`config.mk`:
```
export PLATFORM = sky130hd
export DESIGN_NAME = icache_tag_ctrl
export DESIGN_NICKNAME = d
export VERILOG_FILES = /design/src/rtl/icache_pkg.sv /design/src/rtl/icache_tag_ctrl.sv
export SDC_FILE = /design/constraint.sdc
export NUM_CORES = 1
export LEC_CHECK = 0
export CORE_MARGIN = 2
export CORE_UTILIZATION = 45
export CTS_CLUSTER_SIZE = 40
export DETAILED_ROUTE_END_ITERATION = 12
export GPL_TIMING_DRIVEN = 0
export PLACE_DENSITY = 0.9
export REMOVE_ABC_BUFFERS = 1
export SLEW_MARGIN = 30
export SYNTH_ARGS = -nofsm -noshare
export SYNTH_HDL_FRONTEND = slang
export SYNTH_SLANG_ARGS = --single-unit
```
`constraint.sdc`:
```
create_clock -name clk -period 5 [get_ports clk]
set_input_delay 1 -clock clk [delete_from_list [all_inputs] [get_ports clk]]
set_output_delay 1 -clock clk [all_outputs]
set_load 0.01 [all_outputs]
```
`src/rtl/icache_pkg.sv`:
```
`default_nettype none
// ============================================================================
// Module      : icache_pkg
// Description : Shared constants, tag-entry layout, controller state encoding
//               and address-field extraction helpers for the icache tag path.
// Revision    : 1.0 - initial release
// ============================================================================
package icache_pkg;

    localparam int c_ADDR_W   = 32;
    localparam int c_INDEX_W  = 8;
    localparam int c_OFFSET_W = 4;
    localparam int c_TAG_W    = c_ADDR_W - c_INDEX_W - c_OFFSET_W;
    localparam int c_CNT_W    = 16;

    // One tag RAM word: valid bit on top of the stored address tag.
    typedef struct packed {
        logic               valid;
        logic [c_TAG_W-1:0] tag;
    } tag_entry_t;

    // Controller states; INIT and FLUSH both run the clearing sweep.
    typedef enum logic [1:0] {
        ST_INIT  = 2'd0,
        ST_IDLE  = 2'd1,
        ST_FLUSH = 2'd2
    } state_t;

    function automatic logic [c_INDEX_W-1:0] get_index(input logic [c_ADDR_W-1:0] addr);
        return addr[c_OFFSET_W +: c_INDEX_W];
    endfunction

    function automatic logic [c_TAG_W-1:0] get_tag(input logic [c_ADDR_W-1:0] addr);
        return addr[c_ADDR_W-1 -: c_TAG_W];
    endfunction

endpackage
`default_nettype wire

```
`src/rtl/icache_tag_ctrl.sv`:
```
`default_nettype none
// ============================================================================
// Module      : icache_tag_ctrl
// Description : Drives the icache tag SDP RAM: clears every set after reset
//               and on flush, installs refill tags and turns lookups into
//               hit/miss responses one cycle later, with hit/miss statistics.
// Revision    : 1.0 - initial release
// ============================================================================
module icache_tag_ctrl
    import icache_pkg::*;
#(
    parameter int ADDR_W   = c_ADDR_W,
    parameter int INDEX_W  = c_INDEX_W,
    parameter int OFFSET_W = c_OFFSET_W,
    parameter int CNT_W    = c_CNT_W
) (
    input  logic                                clk,
    input  logic                                rst_n,
    input  logic                                flush_req,
    output logic                                flush_busy,
    input  logic                                lk_valid,
    output logic                                lk_ready,
    input  logic [ADDR_W-1:0]                   lk_addr,
    output logic                                rsp_valid,
    output logic                                rsp_hit,
    output logic [INDEX_W-1:0]                  rsp_index,
    input  logic                                refill_valid,
    output logic                                refill_ready,
    input  logic [ADDR_W-1:0]                   refill_addr,
    output logic                                tag_wr_en,
    output logic [INDEX_W-1:0]                  tag_wr_addr,
    output logic [ADDR_W-INDEX_W-OFFSET_W:0]    tag_wr_data,
    output logic [INDEX_W-1:0]                  tag_rd_addr,
    input  logic [ADDR_W-INDEX_W-OFFSET_W:0]    tag_rd_data,
    output logic [CNT_W-1:0]                    hit_cnt,
    output logic [CNT_W-1:0]                    miss_cnt
);

    localparam int c_ENTRY_TAG_W = ADDR_W - INDEX_W - OFFSET_W;

    state_t                   r_state;
    state_t                   w_state_nxt;
    logic [INDEX_W-1:0]       r_sweep_cnt;
    logic [INDEX_W-1:0]       r_rd_hold;
    logic [c_ENTRY_TAG_W-1:0] r_lk_tag;
    logic                     r_rsp_valid;
    logic [CNT_W-1:0]         r_hit_cnt;
    logic [CNT_W-1:0]         r_miss_cnt;

    logic                     w_sweep;
    logic                     w_sweep_last;
    logic                     w_idle;
    logic                     w_flush_go;
    logic                     w_refill_acc;
    logic                     w_lk_acc;
    logic                     w_hit;
    logic [INDEX_W-1:0]       w_lk_index;
    logic [INDEX_W-1:0]       w_rf_index;
    logic [c_ENTRY_TAG_W-1:0] w_lk_tag;
    logic [c_ENTRY_TAG_W-1:0] w_rf_tag;
    logic                     w_unused;

    assign w_lk_index = lk_addr[OFFSET_W +: INDEX_W];
    assign w_lk_tag   = lk_addr[ADDR_W-1 -: c_ENTRY_TAG_W];
    assign w_rf_index = refill_addr[OFFSET_W +: INDEX_W];
    assign w_rf_tag   = refill_addr[ADDR_W-1 -: c_ENTRY_TAG_W];

    // Line-offset bits carry no meaning for the tag array.
    assign w_unused = &{1'b0, lk_addr[OFFSET_W-1:0], refill_addr[OFFSET_W-1:0]};

    assign w_sweep      = (r_state == ST_INIT) || (r_state == ST_FLUSH);
    assign w_sweep_last = w_sweep && (r_sweep_cnt == '1);
    assign w_idle       = (r_state == ST_IDLE);
    assign w_flush_go   = w_idle && flush_req;

    // Flush outranks refill, refill outranks lookup, so RAM read and write
    // never happen in the same cycle.
    assign refill_ready = w_idle && !flush_req;
    assign lk_ready     = refill_ready && !refill_valid;
    assign w_refill_acc = refill_valid && refill_ready;
    assign w_lk_acc     = lk_valid && lk_ready;

    assign flush_busy   = w_sweep;

    // State register
    always_ff @(posedge clk or negedge rst_n) begin
        if (!rst_n) begin
            r_state <= ST_INIT;
        end else begin
            r_state <= w_state_nxt;
        end
    end

    // Next-state logic: sweep runs to the last index, flush only from IDLE
    always_comb begin
        w_state_nxt = r_state;
        case (r_state)
            ST_INIT:  if (w_sweep_last) w_state_nxt = ST_IDLE;
            ST_IDLE:  if (flush_req)    w_state_nxt = ST_FLUSH;
            ST_FLUSH: if (w_sweep_last) w_state_nxt = ST_IDLE;
            default:                    w_state_nxt = ST_INIT;
        endcase
    end

    // Sweep index: walks every set once, wrapping back to 0 at the end
    always_ff @(posedge clk or negedge rst_n) begin
        if (!rst_n) begin
            r_sweep_cnt <= '0;
        end else if (w_flush_go) begin
            r_sweep_cnt <= '0;
        end else if (w_sweep) begin
            r_sweep_cnt <= r_sweep_cnt + 1'b1;
        end
    end

    // RAM write port: sweep clears, otherwise install accepted refill tags.
    // The sweep enable is qualified by rst_n so nothing writes while held in reset.
    always_comb begin
        tag_wr_en   = 1'b0;
        tag_wr_addr = r_sweep_cnt;
        tag_wr_data = '0;
        if (w_sweep) begin
            tag_wr_en = rst_n;
        end else if (w_refill_acc) begin
            tag_wr_en   = 1'b1;
            tag_wr_addr = w_rf_index;
            tag_wr_data = {1'b1, w_rf_tag};
        end
    end

    // Read address follows the accepted lookup, otherwise holds the last index
    assign tag_rd_addr = w_lk_acc ? w_lk_index : r_rd_hold;

    // Lookup pipeline: capture index and tag to compare against next-cycle RAM data
    always_ff @(posedge clk or negedge rst_n) begin
        if (!rst_n) begin
            r_rsp_valid <= 1'b0;
            r_rd_hold   <= '0;
            r_lk_tag    <= '0;
        end else begin
            r_rsp_valid <= w_lk_acc;
            if (w_lk_acc) begin
                r_rd_hold <= w_lk_index;
                r_lk_tag  <= w_lk_tag;
            end
        end
    end

    assign w_hit     = r_rsp_valid && tag_rd_data[c_ENTRY_TAG_W] &&
                       (tag_rd_data[c_ENTRY_TAG_W-1:0] == r_lk_tag);
    assign rsp_valid = r_rsp_valid;
    assign rsp_hit   = w_hit;
    assign rsp_index = r_rd_hold;

    // Saturating statistics; flush entry wins over a coincident response
    always_ff @(posedge clk or negedge rst_n) begin
        if (!rst_n) begin
            r_hit_cnt  <= '0;
            r_miss_cnt <= '0;
        end else if (w_flush_go) begin
            r_hit_cnt  <= '0;
            r_miss_cnt <= '0;
        end else if (r_rsp_valid) begin
            if (w_hit) begin
                if (r_hit_cnt != '1) r_hit_cnt <= r_hit_cnt + 1'b1;
            end else begin
                if (r_miss_cnt != '1) r_miss_cnt <= r_miss_cnt + 1'b1;
            end
        end
    end

    assign hit_cnt  = r_hit_cnt;
    assign miss_cnt = r_miss_cnt;

endmodule
`default_nettype wire
```
# --- Yosys cells after proc, flatten, opt, wreduce, memory -nomap -nowiden ---
# Cells that the tools add are included.
classes:
  mux: 20
  multipliers: 0
  magnitude_cmp: 0
  div_mod_pow: 0
  n_shift: 0
  reduce_logical: 21
  addsub: 3
  n_eq_ne: 9
  bitwise: 0
op_table:
  columns: ["cell", "n"]
  rows:
  - ["16-bit two-way mux", 8]
  - ["21-bit two-way mux", 2]
  - ["8-bit two-way mux", 5]
  - ["16-bit by 1-bit adder with 16-bit output (second input constant)", 2]
  - ["16-bit != test (second input constant)", 2]
  - ["20-bit equality test", 1]
  - ["2-bit nonzero test", 5]
  - ["8-bit by 1-bit adder with 8-bit output (second input constant)", 1]
  - ["8-bit equality test (second input constant)", 1]
  - ["1-bit logical AND", 8]
  - ["3-bit AND reduction", 2]
  - ["2-bit two-way mux", 2]
  - ["2-bit by 1-bit != test with 1-bit output (second input constant)", 2]
  - ["2-bit case mux with 2 select lines", 1]
  - ["2-bit by 1-bit equality test with 1-bit output (second input constant)", 1]
  - ["2-bit equality test (second input constant)", 1]
  - ["1-bit logical NOT", 2]
  - ["2-bit logical NOT", 1]
  - ["1-bit two-way mux", 2]
  - ["2-bit != test (second input constant)", 1]
  - ["2-bit AND reduction", 1]
  - ["2-bit OR reduction", 1]
  - ["1-bit logical OR", 1]
totals:
  rom_bits: 0
  input_bits: 90
  mem_bits_rw: 0
  latchBits: 0
  n_memories: 0
  register_bits: 71
  elab_cells: 60

# --- Logic depth before layout (Yosys ltp) ---
# Gate-level depths: netlist (run 1).
depth:
  ltp_word: 5
  ltp_mapped: 9
  mapped_depth_nobuf: 7

# --- Worst setup path after synthesis (run 1) ---
# No wires, ideal clock.
synth_path:
  path_type: "in2out"
  startpoint: "input port flush_req"
  endpoint: "output port tag_rd_addr[0]"
  t_arrival_ns: 2.453
  path_buffers: 2
  path_stages: 6
  slack_ns: 1.547
  path_cell_list: "or3_1 nor2_1 nand2_1 clkbuf_1 clkbuf_1 mux2_2"
synth_between:
  elab_chain_cells: 5
synth_rtl:
  columns: ["item", "line_no", "rtl"]
  rows:
  - ["from (decl)", "icache_tag_ctrl.sv:19", "input logic flush_req,"]
  - ["1-bit logical NOT", "icache_tag_ctrl.sv:78", "assign refill_ready = w_idle && !flush_req;"]
  - ["1-bit logical AND", "icache_tag_ctrl.sv:78", null]
  - ["1-bit logical AND", "icache_tag_ctrl.sv:79", "assign lk_ready = refill_ready && !refill_valid;"]
  - ["via lk_ready", "icache_tag_ctrl.sv:22", "output logic lk_ready,"]
  - ["1-bit logical AND", "icache_tag_ctrl.sv:81", "assign w_lk_acc = lk_valid && lk_ready;"]
  - ["8-bit two-way mux", null, null]
  - ["to (decl)", "icache_tag_ctrl.sv:33", "output logic [INDEX_W-1:0] tag_rd_addr,"]
# The timed path passes the listed nets, and every way through them passes these cells.

# --- Worst setup path in the final report (run 1) ---
layout_path:
  startpoint: "input port flush_req"
  endpoint: "output port tag_wr_addr[3]"
layout_between:
  elab_chain_cells: 5
layout_rtl:
  columns: ["item", "line_no", "rtl"]
  rows:
  - ["1-bit logical NOT", "icache_tag_ctrl.sv:78", null]
  - ["1-bit logical AND", "icache_tag_ctrl.sv:78", null]
  - ["1-bit logical AND", "icache_tag_ctrl.sv:80", "assign w_refill_acc = refill_valid && refill_ready;"]
  - ["8-bit two-way mux", "icache_tag_ctrl.sv:124", "end else if (w_refill_acc) begin"]
  - ["8-bit two-way mux", "icache_tag_ctrl.sv:122", "if (w_sweep) begin"]
  - ["to (decl)", "icache_tag_ctrl.sv:31", "output logic [INDEX_W-1:0] tag_wr_addr,"]
# No other way between the ends.

==> impl_metrics.csv, run 1 <==
group,metric,value,unit
die,core-area,8090,um^2
sta,fin_ws,0.455,ns
pwr,swShare,26.1,%
routing,viasPerCell,5.35,
min_path,min_to,"r_lk_tag[13]$_DFFE_PN0P_",
pwr,pwr-share-clk,29.4,%
cts,htreeDepth,3,
routing,drt-initial-drc-count,168,
yosys,synthMuxAreaShare,11.2,%
worst_setup_path,crit_chain,"clkdlybuf4s50_1 > or3_1 > inv_1 > and2_1 > mux2_2 > clkdlybuf4s50_1",
die,pin_count,173,
cts,cts.sinks,71,
pwr,p_switching,0.000379,W
worst_setup_path,worstPathRequired,4.00,ns
yosys,synth-edff-count,0,
sta,max_freq,0.220,GHz
cts,clock_path_buffers,2,
yosys,synth.yosys.seq_area_share,47.9,%
yosys,synth_compound_area_share,8.40,%
grt,grt_usage,22.7,%
place,gp_congestion,0.818,
yosys,synth_xor_area_share,7.80,%
worst_setup_path,worstSetupPathType,"primary input to output pin",
yosys,synth.avg_cell_area,10.2,um^2
die,die_h,94.8,um
worst_setup_path,reg2reg_depth,6,
routing,ant_nets,0,
place,pre_cts_slack,0.511,ns
pwr,leakage,2.40,nW
worst_setup_path,worst-path-buf-inv,3,
sta,finalClockSkew,0.00696,ns
min_path,hold_path_class,"flip-flop to flip-flop",
sta,slew_viol_final,0,
yosys,ys_warn_count,0,
sta,finalHoldViolCount,0,
sta,timing.final.crit_share,90.9,%
cts,cts_buffers,9,
cts,cts_hold_buf,0,
cts,cts-root-buf,"clkbuf_8",
yosys,ys.flop_type,"dfrtp_1",
worst_setup_path,cp_top_family,"buffers and inverters",
sta,finalSetupViolations,0,
final_layout,drive_gt1_share,12.1,%
sta,hold-worst-slack,0.527,ns
die,die_w,94.8,um
worst_setup_path,cp-start-kind,"primary input",
sta,rsz0062_at_grt,"false",
grt,overflow,0,
worst_setup_path,slowest_stage,"clkdlybuf4s50_1",
run_status,outcome,"completed",
routing,dr.pass1.iters,5,
worst_setup_path,r2r_end,"hit_cnt[8]$_DFFE_PN0P_",
pwr,intPower,0.00107,W
cts,post_cts_resized,0,
worst_setup_path,regToRegSetupSlack,2.39,ns
min_path,hp-start,"r_lk_tag[13]$_DFFE_PN0P_",
worst_setup_path,crit_fanout,22,
worst_setup_path,end_kind,"output pin",
run,cap_violations,0,
final_layout,final_nets,618,
yosys,yosys.area_share.adder,1.01,%
pwr,comb_power_share,23.6,%
grt,grt_max_degree,38,
min_path,whs_path_depth,1,
pwr,irDropWorstVdd,0.205,mV
yosys,synth_cells,362,
yosys,syn-cell-area,3710,um^2
cts,path_clk_slew,0.07,ns
die,rows,33,
worst_setup_path,cp_common_cell,"clkdlybuf4s50_1",
worst_setup_path,reg2reg_from,"r_lk_tag[14]$_DFFE_PN0P_",
final_layout,syn2layout_area_growth,52.3,%
cts,worstSkewPairLatency,0.33,ns
routing,via_count,3390,
sta,fin_crit,4.55,ns
die,start_util,45.8,%
yosys,synth_top_family_by_area,"simple AND/OR/NAND/NOR gates",
grt,grt_pass1_vias,3433,
grt,grt_pass1_wl,16000,um
die,dieArea,8980,um^2
pwr,seqPwrFrac,47.0,%
routing,wl,9930,um
yosys,yosys.area_share.simple,21.0,%
routing,drc,0,
cts,cts_tree,"yes",
grt,antenna_found_initial,0,
worst_setup_path,cp_data_arrival_time,3.55,ns
yosys,ys_ff_latch,71,
pwr,power.density,257,nW/um^2
sta,slew_headroom,56.3,%
sta,worst_slew_pin_slew,0.653,ns
cts,cts_setup_buffers,0,
place,dpl.hpwl,7610,um
routing,wl_per_cell,15.7,um
yosys,ys_async_sr_fraction,100,%
yosys,synth_cell_types,38,
place,io_buffers,164,
worst_setup_path,max_stage_delay,0.49,ns
final_layout,antenna_cells,0,
==> metrics by stage <==
step / instance area [um^2] / TNS, ns / utilization, % / std cells / power (W)
after CTS: 5650 / 0 / 69.8 / 634 / 0.00147
final: 5650 / 0 / 69.8 / 634 / 0.00145
after detailed placement: 5470 / 0 / 67.6 / 619 / 0.00104
after global placement: 5400 / -4.03 / 66.7 / 612 / 0.00102
after global routing: 5650 / 0 / 69.8 / 634 / 0.00153
after floorplan: 3630 / 0 / - / 343 / 0.000838
==> layer usage <==
metal / global-route usage (%) / part of all wire [%] / up-vias
li1: - / - / 1629
met3: 7.26 / 6.3 / 12
met2: 37.1 / 50 / 105
met5: 0 / 0 / -
met4: 6.64 / 1.2 / 0
met1: 29.1 / 42 / 1644
==> cell type report <==
cell class | instances | area (um^2)
Clock buffer | 11 | 131
Clock inverter | 4 | 47.5
Fill cell | 621 | 2440
Inverter | 5 | 18.8
Multi-Input combinational cell | 267 | 1840
Sequential cell | 71 | 1780
Tap cell | 105 | 131
Timing Repair Buffer | 171 | 1700
==> logic make-up after synthesis <==
logic type | after synthesis
AOI/OAI and AO/OA | 54
xor gates and xnor gates | 33
adders and majority gates | 3
buffers and inverters | 24
DFF | 71
muxes | 37
and+or+nand+nor | 140
==> state kept, by name, summed over array words and instances, names as in the netlist <==
name / cells
r_lk_tag: 20
hit_cnt: 16
miss_cnt: 16
r_sweep_cnt: 8
rsp_index: 8
r_state: 2
rsp_valid: 1
==> cells in the mapped netlist (all sizes together) (2+ instances only) <==
library cell / n / area [um^2]
dfrtp: 71 / 1780
mux2: 36 / 405
and3: 25 / 156
a21oi: 23 / 115
nand3: 21 / 105
nor2: 20 / 75.1
nand2: 19 / 71.3
xnor2: 19 / 166
o21ai: 16 / 80.1
or3: 16 / 105
clkbuf: 15 / 56.3
xor2: 14 / 123
or4: 11 / 82.6
nand4: 8 / 50.1
o31ai: 7 / 52.6
inv: 5 / 18.8
and2: 4 / 25.0
buf: 4 / 25.0
nor4: 4 / 25.0
o211ai: 4 / 30.0
ha: 3 / 37.5
nor3: 3 / 15.0
and4: 2 / 17.5
nor2b: 2 / 12.5
or2: 2 / 12.5
==> worst max path at each step <==
stage | start | endpoint | cells past startpoint
4_1_cts | flush_req | tag_wr_addr[3] | 6
5_1_grt | flush_req | tag_wr_addr[3] | 6
3_3_place_gp | rst_n | tag_wr_en | 3
3_5_place_dp | flush_req | tag_wr_addr[3] | 6
6_report | flush_req | tag_wr_addr[3] | 6
2_1_floorplan | flush_req | tag_rd_addr[0] | 4
==> power by group through the flow <==
stage | logic [W] | clock network (W) | registers, W
floorplan | 0.000158 | 0 | 0.000680
global placement | 0.000332 | 0 | 0.000689
detailed placement | 0.000344 | 0 | 0.000693
CTS | 0.000346 | 0.000442 | 0.000682
global route | 0.000374 | 0.000470 | 0.000690
finish | 0.000342 | 0.000426 | 0.000683
==> worst register-to-register path: cells and delay by family, from the launching register on <==
family / cells / cell delay [ns]
DFF: 1 / 0.40
and+or+nand+nor: 4 / 1.82
xor gates and xnor gates: 1 / 0.16
AOI/OAI and AO/OA: 1 / 0.16
==> cell usage in the layout, fill, tap and decap left out, drive strengths merged, types with 3 or more instances in the layout <==
master / count
clkbuf: 11
dfrtp: 71
xor2: 14
o211ai: 4
o31ai: 7
nor2: 20
a21oi: 23
nand2: 19
buf: 8
clkdlybuf4s50: 163
inv: 5
xnor2: 19
nand4: 8
and3: 25
nor4: 4
o21ai: 16
nand3: 21
or4: 11
or3: 16
and2: 4
ha: 3
nor3: 3
mux2: 36
No activity file was read; power rests on OpenSTA's default activity.
==> run 2: changes to the inputs <==
--- a/config.mk
+++ b/config.mk
@@ -7,8 +7,8 @@
 export LEC_CHECK = 0
 export CORE_MARGIN = 2
 export CORE_UTILIZATION = 45
-export CTS_CLUSTER_SIZE = 40
 export DETAILED_ROUTE_END_ITERATION = 12
+export GPL_ROUTABILITY_DRIVEN = 0
 export GPL_TIMING_DRIVEN = 0
 export PLACE_DENSITY = 0.9
 export REMOVE_ABC_BUFFERS = 1
==> results of run 2 <==
Same layout as run 1: the final DEF is identical, and so are final timing and power.
